[src/rtl/rcpu_defs_pkg.sv]
// rcpu_defs_pkg: R-type opcode/funct codes, ALU-op encoding, field slicers and decoder.
package rcpu_defs_pkg;

    localparam logic [5:0] OP_RTYPE = 6'h00;

    localparam logic [5:0] F_SLL  = 6'h00;
    localparam logic [5:0] F_SRL  = 6'h02;
    localparam logic [5:0] F_SRA  = 6'h03;
    localparam logic [5:0] F_ADD  = 6'h20;
    localparam logic [5:0] F_ADDU = 6'h21;
    localparam logic [5:0] F_SUB  = 6'h22;
    localparam logic [5:0] F_SUBU = 6'h23;
    localparam logic [5:0] F_AND  = 6'h24;
    localparam logic [5:0] F_OR   = 6'h25;
    localparam logic [5:0] F_XOR  = 6'h26;
    localparam logic [5:0] F_NOR  = 6'h27;
    localparam logic [5:0] F_SLT  = 6'h2A;
    localparam logic [5:0] F_SLTU = 6'h2B;

    localparam logic [3:0] ALU_ADD  = 4'd0;
    localparam logic [3:0] ALU_ADDU = 4'd1;
    localparam logic [3:0] ALU_SUB  = 4'd2;
    localparam logic [3:0] ALU_SUBU = 4'd3;
    localparam logic [3:0] ALU_AND  = 4'd4;
    localparam logic [3:0] ALU_OR   = 4'd5;
    localparam logic [3:0] ALU_XOR  = 4'd6;
    localparam logic [3:0] ALU_NOR  = 4'd7;
    localparam logic [3:0] ALU_SLT  = 4'd8;
    localparam logic [3:0] ALU_SLTU = 4'd9;
    localparam logic [3:0] ALU_SLL  = 4'd10;
    localparam logic [3:0] ALU_SRL  = 4'd11;
    localparam logic [3:0] ALU_SRA  = 4'd12;

    function automatic logic [4:0] f_rs(input logic [31:0] w);
        return w[25:21];
    endfunction

    function automatic logic [4:0] f_rt(input logic [31:0] w);
        return w[20:16];
    endfunction

    function automatic logic [4:0] f_rd(input logic [31:0] w);
        return w[15:11];
    endfunction

    function automatic logic [4:0] f_shamt(input logic [31:0] w);
        return w[10:6];
    endfunction

    // Returns {legal, alu_op}; anything outside the supported R-type set is illegal.
    function automatic logic [4:0] decode(input logic [31:0] w);
        if (w[31:26] != OP_RTYPE) return 5'b0;
        case (w[5:0])
            F_ADD:   return {1'b1, ALU_ADD};
            F_ADDU:  return {1'b1, ALU_ADDU};
            F_SUB:   return {1'b1, ALU_SUB};
            F_SUBU:  return {1'b1, ALU_SUBU};
            F_AND:   return {1'b1, ALU_AND};
            F_OR:    return {1'b1, ALU_OR};
            F_XOR:   return {1'b1, ALU_XOR};
            F_NOR:   return {1'b1, ALU_NOR};
            F_SLT:   return {1'b1, ALU_SLT};
            F_SLTU:  return {1'b1, ALU_SLTU};
            F_SLL:   return {1'b1, ALU_SLL};
            F_SRL:   return {1'b1, ALU_SRL};
            F_SRA:   return {1'b1, ALU_SRA};
            default: return 5'b0;
        endcase
    endfunction

endpackage

[src/rtl/rcpu_regfile.sv]
// rcpu_regfile: 32x32 register file, two operand read ports, one debug read port,
// one write port where a pipeline write beats a debug write to the same register.
module rcpu_regfile (
    input  logic        clk,
    input  logic        rst,
    input  logic [4:0]  ra_addr_i,
    input  logic [4:0]  rb_addr_i,
    input  logic [4:0]  dbg_raddr_i,
    input  logic        pwe_i,
    input  logic [4:0]  pwaddr_i,
    input  logic [31:0] pwdata_i,
    input  logic        dwe_i,
    input  logic [4:0]  dwaddr_i,
    input  logic [31:0] dwdata_i,
    output logic [31:0] ra_data_o,
    output logic [31:0] rb_data_o,
    output logic [31:0] dbg_rdata_o
);

    logic [31:0] mem_q [32];

    // Index 0 is never written, so R0 stays at its reset value of zero.
    always_ff @(posedge clk or posedge rst) begin
        if (rst) begin
            for (int i = 0; i < 32; i++) mem_q[i] <= '0;
        end else begin
            for (int i = 1; i < 32; i++) begin
                if (pwe_i && pwaddr_i == 5'(i)) mem_q[i] <= pwdata_i;
                else if (dwe_i && dwaddr_i == 5'(i)) mem_q[i] <= dwdata_i;
            end
        end
    end

    assign ra_data_o   = (ra_addr_i == 5'd0) ? 32'd0 : mem_q[ra_addr_i];
    assign rb_data_o   = (rb_addr_i == 5'd0) ? 32'd0 : mem_q[rb_addr_i];
    assign dbg_rdata_o = (dbg_raddr_i == 5'd0) ? 32'd0 : mem_q[dbg_raddr_i];

endmodule

[src/rtl/rtype_exec_stage.sv]
// rtype_exec_stage: two-stage MIPS R-type pipeline (ID register read, EX/WB execute and
// write back) with result bypass from EX/WB into ID.
module rtype_exec_stage
    import rcpu_defs_pkg::*;
(
    input  logic        clk,
    input  logic        rst,
    input  logic        inst_valid,
    input  logic [31:0] inst_code,
    input  logic        dbg_we,
    input  logic [4:0]  dbg_waddr,
    input  logic [31:0] dbg_wdata,
    input  logic [4:0]  dbg_raddr,
    output logic [31:0] dbg_rdata,
    output logic        wb_en,
    output logic [4:0]  wb_addr,
    output logic [31:0] wb_data,
    output logic        zf,
    output logic        of,
    output logic        illegal,
    output logic        retire_v
);

    logic        id_v_q, legal_q;
    logic [3:0]  aluop_q;
    logic [4:0]  rd_q, shamt_q;
    logic [31:0] a_q, b_q;
    logic        wb_en_q, zf_q, of_q, illegal_q, retire_q;
    logic [4:0]  wb_addr_q;
    logic [31:0] wb_data_q;

    logic [4:0]  dec, rs, rt;
    logic [31:0] rf_a, rf_b, a_d, b_d, sum, diff, nb, res;
    logic        ovf, we;

    assign dec = decode(inst_code);
    assign rs  = f_rs(inst_code);
    assign rt  = f_rt(inst_code);

    rcpu_regfile u_rf (
        .clk        (clk),
        .rst        (rst),
        .ra_addr_i  (rs),
        .rb_addr_i  (rt),
        .dbg_raddr_i(dbg_raddr),
        .pwe_i      (we),
        .pwaddr_i   (rd_q),
        .pwdata_i   (res),
        .dwe_i      (dbg_we),
        .dwaddr_i   (dbg_waddr),
        .dwdata_i   (dbg_wdata),
        .ra_data_o  (rf_a),
        .rb_data_o  (rf_b),
        .dbg_rdata_o(dbg_rdata)
    );

    assign sum  = a_q + b_q;
    assign diff = a_q - b_q;
    assign nb   = ~b_q + 32'd1;

    always_comb begin
        res = '0;
        case (aluop_q)
            ALU_ADD, ALU_ADDU: res = sum;
            ALU_SUB, ALU_SUBU: res = diff;
            ALU_AND:  res = a_q & b_q;
            ALU_OR:   res = a_q | b_q;
            ALU_XOR:  res = a_q ^ b_q;
            ALU_NOR:  res = ~(a_q | b_q);
            ALU_SLT:  res = {31'd0, $signed(a_q) < $signed(b_q)};
            ALU_SLTU: res = {31'd0, a_q < b_q};
            ALU_SLL:  res = b_q << shamt_q;
            ALU_SRL:  res = b_q >> shamt_q;
            ALU_SRA:  res = $signed(b_q) >>> shamt_q;
            default:  res = '0;
        endcase
    end

    assign ovf = legal_q &&
                 ((aluop_q == ALU_ADD && a_q[31] == b_q[31] && sum[31] != a_q[31]) ||
                  (aluop_q == ALU_SUB && a_q[31] == nb[31] && diff[31] != a_q[31]));
    assign we  = id_v_q && legal_q && rd_q != 5'd0 && !ovf;

    // The register file only sees this write after the edge, so forward it now.
    assign a_d = (we && rd_q == rs) ? res : rf_a;
    assign b_d = (we && rd_q == rt) ? res : rf_b;

    always_ff @(posedge clk or posedge rst) begin
        if (rst) begin
            id_v_q  <= 1'b0;
            legal_q <= 1'b0;
            aluop_q <= '0;
            rd_q    <= '0;
            shamt_q <= '0;
            a_q     <= '0;
            b_q     <= '0;
        end else begin
            id_v_q <= inst_valid;
            if (inst_valid) begin
                legal_q <= dec[4];
                aluop_q <= dec[3:0];
                rd_q    <= f_rd(inst_code);
                shamt_q <= f_shamt(inst_code);
                a_q     <= a_d;
                b_q     <= b_d;
            end
        end
    end

    always_ff @(posedge clk or posedge rst) begin
        if (rst) begin
            retire_q  <= 1'b0;
            wb_en_q   <= 1'b0;
            wb_addr_q <= '0;
            wb_data_q <= '0;
            zf_q      <= 1'b0;
            of_q      <= 1'b0;
            illegal_q <= 1'b0;
        end else begin
            retire_q  <= id_v_q;
            wb_en_q   <= we;
            wb_addr_q <= id_v_q ? rd_q : 5'd0;
            wb_data_q <= (id_v_q && legal_q) ? res : 32'd0;
            zf_q      <= id_v_q && legal_q && res == 32'd0;
            of_q      <= id_v_q && ovf;
            illegal_q <= id_v_q && !legal_q;
        end
    end

    assign retire_v = retire_q;
    assign wb_en    = wb_en_q;
    assign wb_addr  = wb_addr_q;
    assign wb_data  = wb_data_q;
    assign zf       = zf_q;
    assign of       = of_q;
    assign illegal  = illegal_q;

endmodule

[config.mk]
export PLATFORM = sky130hd
export DESIGN_NAME = rtype_exec_stage
export DESIGN_NICKNAME = d
export VERILOG_FILES = /design/src/rtl/rcpu_defs_pkg.sv /design/src/rtl/rcpu_regfile.sv /design/src/rtl/rtype_exec_stage.sv
export SDC_FILE = /design/constraint.sdc
export NUM_CORES = 2
export LEC_CHECK = 0
export CORE_UTILIZATION = 45
export DETAILED_ROUTE_END_ITERATION = 7
export GPL_TIMING_DRIVEN = 0
export SETUP_SLACK_MARGIN = 0.5
export SLEW_MARGIN = 30
export SYNTH_ARGS = -nofsm -noshare
export SYNTH_HDL_FRONTEND = slang
export SYNTH_HIERARCHICAL = 1
export SYNTH_SLANG_ARGS = --single-unit
[constraint.sdc]
create_clock -name clk -period 90.9 [get_ports clk]
set_input_delay 18.18 -clock clk [delete_from_list [all_inputs] [get_ports clk]]
set_output_delay 18.18 -clock clk [all_outputs]
set_load 0.01 [all_outputs]
* Yosys cells after proc, flatten, opt, wreduce, memory -nomap -nowiden
Memories as Yosys holds them, arrays and structs flattened.
Index checks and enable logic that the tools add are counted.
** Cells by class
- Reduce and logical (&&, ||, !) cells :: 118
- Magnitude comparators :: 5
- Add/subtract/negate cells :: 3
- Multiplexer cells :: 82
- Equality and inequality tests :: 80
- Bitwise logic cells :: 8
- Shift operators :: 3
** Operators by type and width (count)
- $mux 32 :: 74
- $bmux 32 s5 :: 3
- $pmux 32 s11 :: 1
- $eq 5x5->1 const B :: 32
- $eq 5x4->1 const B :: 16
- $logic_and 1x1->1 :: 75
- $lt 32x32->1 :: 2
- $not 32->32 :: 2
- $reduce_bool 2->1 :: 31
- $eq 5x3->1 const B :: 8
- $add 32x1->32 const B :: 1
- $add 32x32->32 :: 1
- $and 32x32->32 :: 1
- $logic_not 32->1 :: 1
- $or 32x32->32 :: 1
- $shl 32x5->32 :: 1
- $shr 32x5->32 :: 1
- $sshr 32x5->32 :: 1
- $sub 32x32->32 :: 1
- $xor 32x32->32 :: 1
- $eq 4x4->1 const B :: 5
- $eq 5x2->1 const B :: 4
- $ge 6x6->1 const B :: 3
- $not 5->6 :: 3
- 16 further kinds :: 30
** Word-level totals
- Bits in read-only memories :: 320
- Input port bits :: 78
- Memories :: 1
- Flip-flop bits (word level) :: 1114
- Output and inout port bits :: 74
** Memory list
- (no name shown) :: words 64, bits a word 5, read ports 1, clocked after Yosys merged registers in 0, wr ports 0, RTL line rcpu_defs_pkg.sv:53 : case (w[5:0])

* Longest topological paths before layout
- Depth in word-level cells :: 11
- Depth in mapped cells :: 21

* Modules after synthesis
The synthesis kept the hierarchy.
** Modules (own cells, without submodules)
- rcpu_regfile :: times used 1, cells an instance 7297, area each 70236.1 um^2
- rtype_exec_stage :: times used 1, cells an instance 1993, area each 16015.4 um^2

* Least setup slack after synthesis
Ideal clock, no wire load.
- Kind :: in2out
- From :: input dbg_raddr[1]
- To :: output dbg_rdata[10]
- Cell stages on the path :: 8
- Slack :: 53.045 ns
- Arrival :: 19.675 ns
- Path buffers :: 4
- Cell sequence :: buf_2 -> buf_6 -> or2_1 -> buf_2 -> clkbuf_1 -> o22ai_1 -> nor3_1 -> nor4_1
** On the way
- Cells in the longest elaborated chain, start to end :: 5
- Elaborated cells on any way between the ends :: 6
- Classes of those cells :: 4 x mux; 1 x bitwise; 1 x reduce/logical
** RTL lines
- from (decl) :: RTL line rtype_exec_stage.sv:13 : input logic [4:0] dbg_raddr,
- $not 5->6 (implied by the code) :: RTL line rcpu_regfile.sv:36 : assign dbg_rdata_o = (dbg_raddr_i == 5'd0) ? 32'd0 : mem_q[dbg_raddr_i];
- $bmux 32 s5 :: RTL line rcpu_regfile.sv:36
- $mux 32 (implied by the code) (2 in a row) :: RTL line rcpu_regfile.sv:36
- $mux 32 * :: RTL line rcpu_regfile.sv:36
- to (decl) :: RTL line rtype_exec_stage.sv:14 : output logic [31:0] dbg_rdata,
Every way passes the cells marked *; elsewhere a longest branch is shown, timed or not. The select of a mux whose other input is x is not followed.

* Final worst setup path
- From :: input dbg_raddr[2]
- To :: output dbg_rdata[31]
The elaborated chain is that of the path after synthesis.

==> impl_results.md <==
* Status: complete, but fails checks
* Failing checks: DRC
* Setup Buffers After CTS at 0
* CP arrival at 23010 ps
* Post-synth EDFFs at 0
* Share of layout cells above drive strength 1 at 0.133
* Initial drt markers at 13.5k
* Max stage delay on crit path at 840 ps
* First-pass GRT wire length at 704 mm
* Antenna violations before repair at 41
* TritonRoute pass-1 iters at 8
* Fmax at 24.3 MHz
* Syn nets at 9473
* Root buffer cell: clkbuf_16
* Period utilization at 0.453
* Mux contribution to synthesized area at 0.318
* CP startpoint: dbg_raddr[2]
* Footprint of the multi-input gates at 53800 um2
* Worst hold path depth at 1
* PD cells at 21.8 nW/um2
* Hold buffers post-CTS at 0
* Placer Congestion at 1.12
* Endpoint of the worst hold path: illegal$_DFF_PP0_
* Cell with the most instances after synthesis: mux2i_1
* Clock Pin Slew Worst Setup and Hold Paths at 50 ps
* Post-synthesis cell area at 86300 um2
* CTS tree: yes
* Simple-gate portion of the synthesized area at 0.110
* R2r endpoint: u_rf/mem_q[224]$_DFFE_PP0P_
* Initial Util at 0.454
* Most used cell, CP: clkdlybuf4s50_1
* Crit-path leading delay family: buffers and inverters
* Total Power at 2.11 mW
* Detailed placer's ending HPWL at 411 mm
* Top Ports at 152
* Avg Vias per Cell at 7.19
* Slew HR at 0.163
* RSZ-0062 raised after global routing: no
* Slew Limit Fails at 0
* Post-cts repair resize count at 0
* Fin crit period at 41190 ps
* Class of the worst hold path: flop to flop
* Vias in the first global route at 85.1k
* TNS Setup at 0 ps
* Dominant cell type by area after synthesis: dfrtp_1
* Max Root-Sink Buffers at 3
* Setup Skew at 49.4 ps
* GRT Overall Usage at 0.529
* Largest net degree at the start of global routing at 99
* Port Buffers at 149
* CP endpoint kind: primary output
* Netlist cell types at 113
* Die Area at 193000 um2
* LEAKAGE at 39.7 nW
* Total CTS buffers at 137
* Drt total wl at 521 mm
* Register area share after synthesis at 0.323
* # fillers at 18.0k
* Crit path kind: input port to primary output
* XOR/XNOR share of the synthesized area at 0.00579
* Synth Area in Compound Gates at 0.169
* Core area at 190000 um2
* R2R depth at 19
* CP Depth at 9
* Largest family of logic cells by synthesized area: multiplexers
* Async set-reset flop share out of synthesis at 1.00
* CP bufs+invs at 5
* Num rows at 160
* Die width at 440 um
* # clock sinks at 1114
* Slowest cell on crit path: clkbuf_1
* Commonest cells in the netlist: 1929 x mux2i_1, 1114 x dfrtp_1, 691 x nand2_1
* RR Startpoint: b_q[10]$_DFFE_PP0P_
* Ranking of synthesized cells by area: dfrtp_1 32%, mux2i_1 22%, mux4_2 6.2%, a21oi_1 3.8%, o22ai_1 3.4%
* Ys flop type: dfrtp_1
* Crit Path Max Fanout at 10
* P&R area growth vs syn at 12.2%
* CTS H-tree lvls at 4
* GRT overflow at 0
* Endpoints failing setup at 0
* Hold path start: legal_q$_DFFE_PP0P_
* Syn_area_per_cell at 9.28 um2
* Slew @ Worst Pin at 1250 ps
* Synthesis Warnings at 70
* Antenna viol nets, final at 0
* Post-synthesis adder-cell area fraction at 0.0154
* Drc violations at 12
* Via count at 88.2k
* Worst-path cell chain: clkdlybuf4s50_1 > buf_2 > nand2b_1 > clkbuf_1 > clkbuf_2 > o22ai_1 > nor3_1 > nor4_1 > clkdlybuf4s50_1
* Worst path required time at 72720 ps
* Yosys reg bits at 1114
* Final hold vios at 0
* Mapped Cells at 9290
* Final net count at 9805
* Max-Cap Viols at 0
* R2r setup slk at 81190 ps
* DIE HEIGHT at 440 um
* Wirelength per Cell at 42.5 um
* Clock Latency Late Sink at 870 ps
* Yosys top cell area share at 0.323
* Worst VDD drop at 0.0170 mV
* Sequential cell area at 27900 um2
* Startpoint Class: input port
area by class of cell:
type | count | area share
Inverter | 126 | 0.00504
Multi-Input combinational cell | 7017 | 0.556
Tap cell | 2511 | 0.0325
Clock inverter | 48 | 0.00680
Antenna cell | 24 | 0.000620
Clock buffer | 197 | 0.0410
Buffer | 1033 | 0.0481
Sequential cell | 1114 | 0.288
Timing Repair Buffer | 193 | 0.0225
layout by cell type, fill, tap and decap left out, types with 26 or more instances in the layout:
master and count:
inv_1 117, ha_1 103, a211oi_2 32, nor2b_1 87, nor4_1 48, nand2_1 689, clkdlybuf4s50_1 149, buf_4 76
clkbuf_16 140, dfrtp_1 1114, nand2b_1 41, mux2_2 241, a22oi_1 109, nand3_1 73, a211oi_1 106, o221ai_1 63
nor2_1 661, clkbuf_2 65, buf_1 70, nand4_1 30, o21ai_0 555, mux2i_1 1928, a221o_1 40, clkbuf_1 583
or3_1 76, and2_1 26, o211ai_1 37, nor3_1 227, mux4_2 237, a31oi_1 26, a21oi_1 660, xnor2_1 46
o22ai_1 461, buf_2 270, a221oi_1 67
sequential cells by signal, summed over array words and instances, names as in the netlist, 4 cells and up:
signal and count:
wb_data 32, b_q 32, u_rf/mem_q 992, a_q 32, rd_q 5, wb_addr 5, shamt_q 5, aluop_q 4
routing by layer:
layer | vias to the layer above | wire length (um) | GRT usage
met5 | - | 474 | 0.0141
met3 | 2287 | 72300 | 0.248
met4 | 36 | 56800 | 0.462
met2 | 7179 | 215000 | 0.760
li1 | 35196 | - | -
met1 | 43457 | 177000 | 0.584
through the flow:
| stage | util | instances | hold WS, ps | area (um2) | setup slack, ps |
|---|---|---|---|---|---|
| after floorplan | - | 9290 | 426 | 86300 | 44810 |
| after global placement | 0.478 | 11950 | 452 | 90900 | 31940 |
| after detailed placement | 0.483 | 11987 | 453 | 91800 | 50160 |
| after CTS | 0.507 | 12232 | 466 | 96500 | 50150 |
| after global routing | 0.509 | 12245 | 500 | 96800 | 50050 |
| final | 0.509 | 12263 | 476 | 96800 | 49710 |
power by group:
| group | switching, mW | internal [mW] |
|---|---|---|
| Combinational | 0.554 | 0.262 |
| Sequential | 0.122 | 0.587 |
| Clock | 0.249 | 0.334 |
| Total | 0.926 | 1.18 |
cells by family (layout without fill, tap and decap cells):
| kind of cell | after synthesis | count (layout) |
|---|---|---|
| flip-flops | 1114 | 1114 |
| AND/OR/NAND/NOR | 2087 | 2087 |
| other | 0 | 24 |
| XOR/XNOR | 57 | 57 |
| multiplexers | 2415 | 2415 |
| AO/OA/AOI/OAI | 2353 | 2353 |
| adder cells (fa/ha/maj) | 105 | 105 |
| buffers and inverters | 1159 | 1597 |
worst max path at each step:
stage,to,slack (ps)
6_report,dbg_rdata[31],49710
4_1_cts,dbg_rdata[30],50150
5_1_grt,dbg_rdata[30],50050
2_1_floorplan,u_rf/mem_q[0]$_DFFE_PP0P_,44810
3_3_place_gp,u_rf/mem_q[887]$_DFFE_PP0P_,31940
3_5_place_dp,dbg_rdata[30],50160
Note: power is estimated with default switching activity, not from simulation.
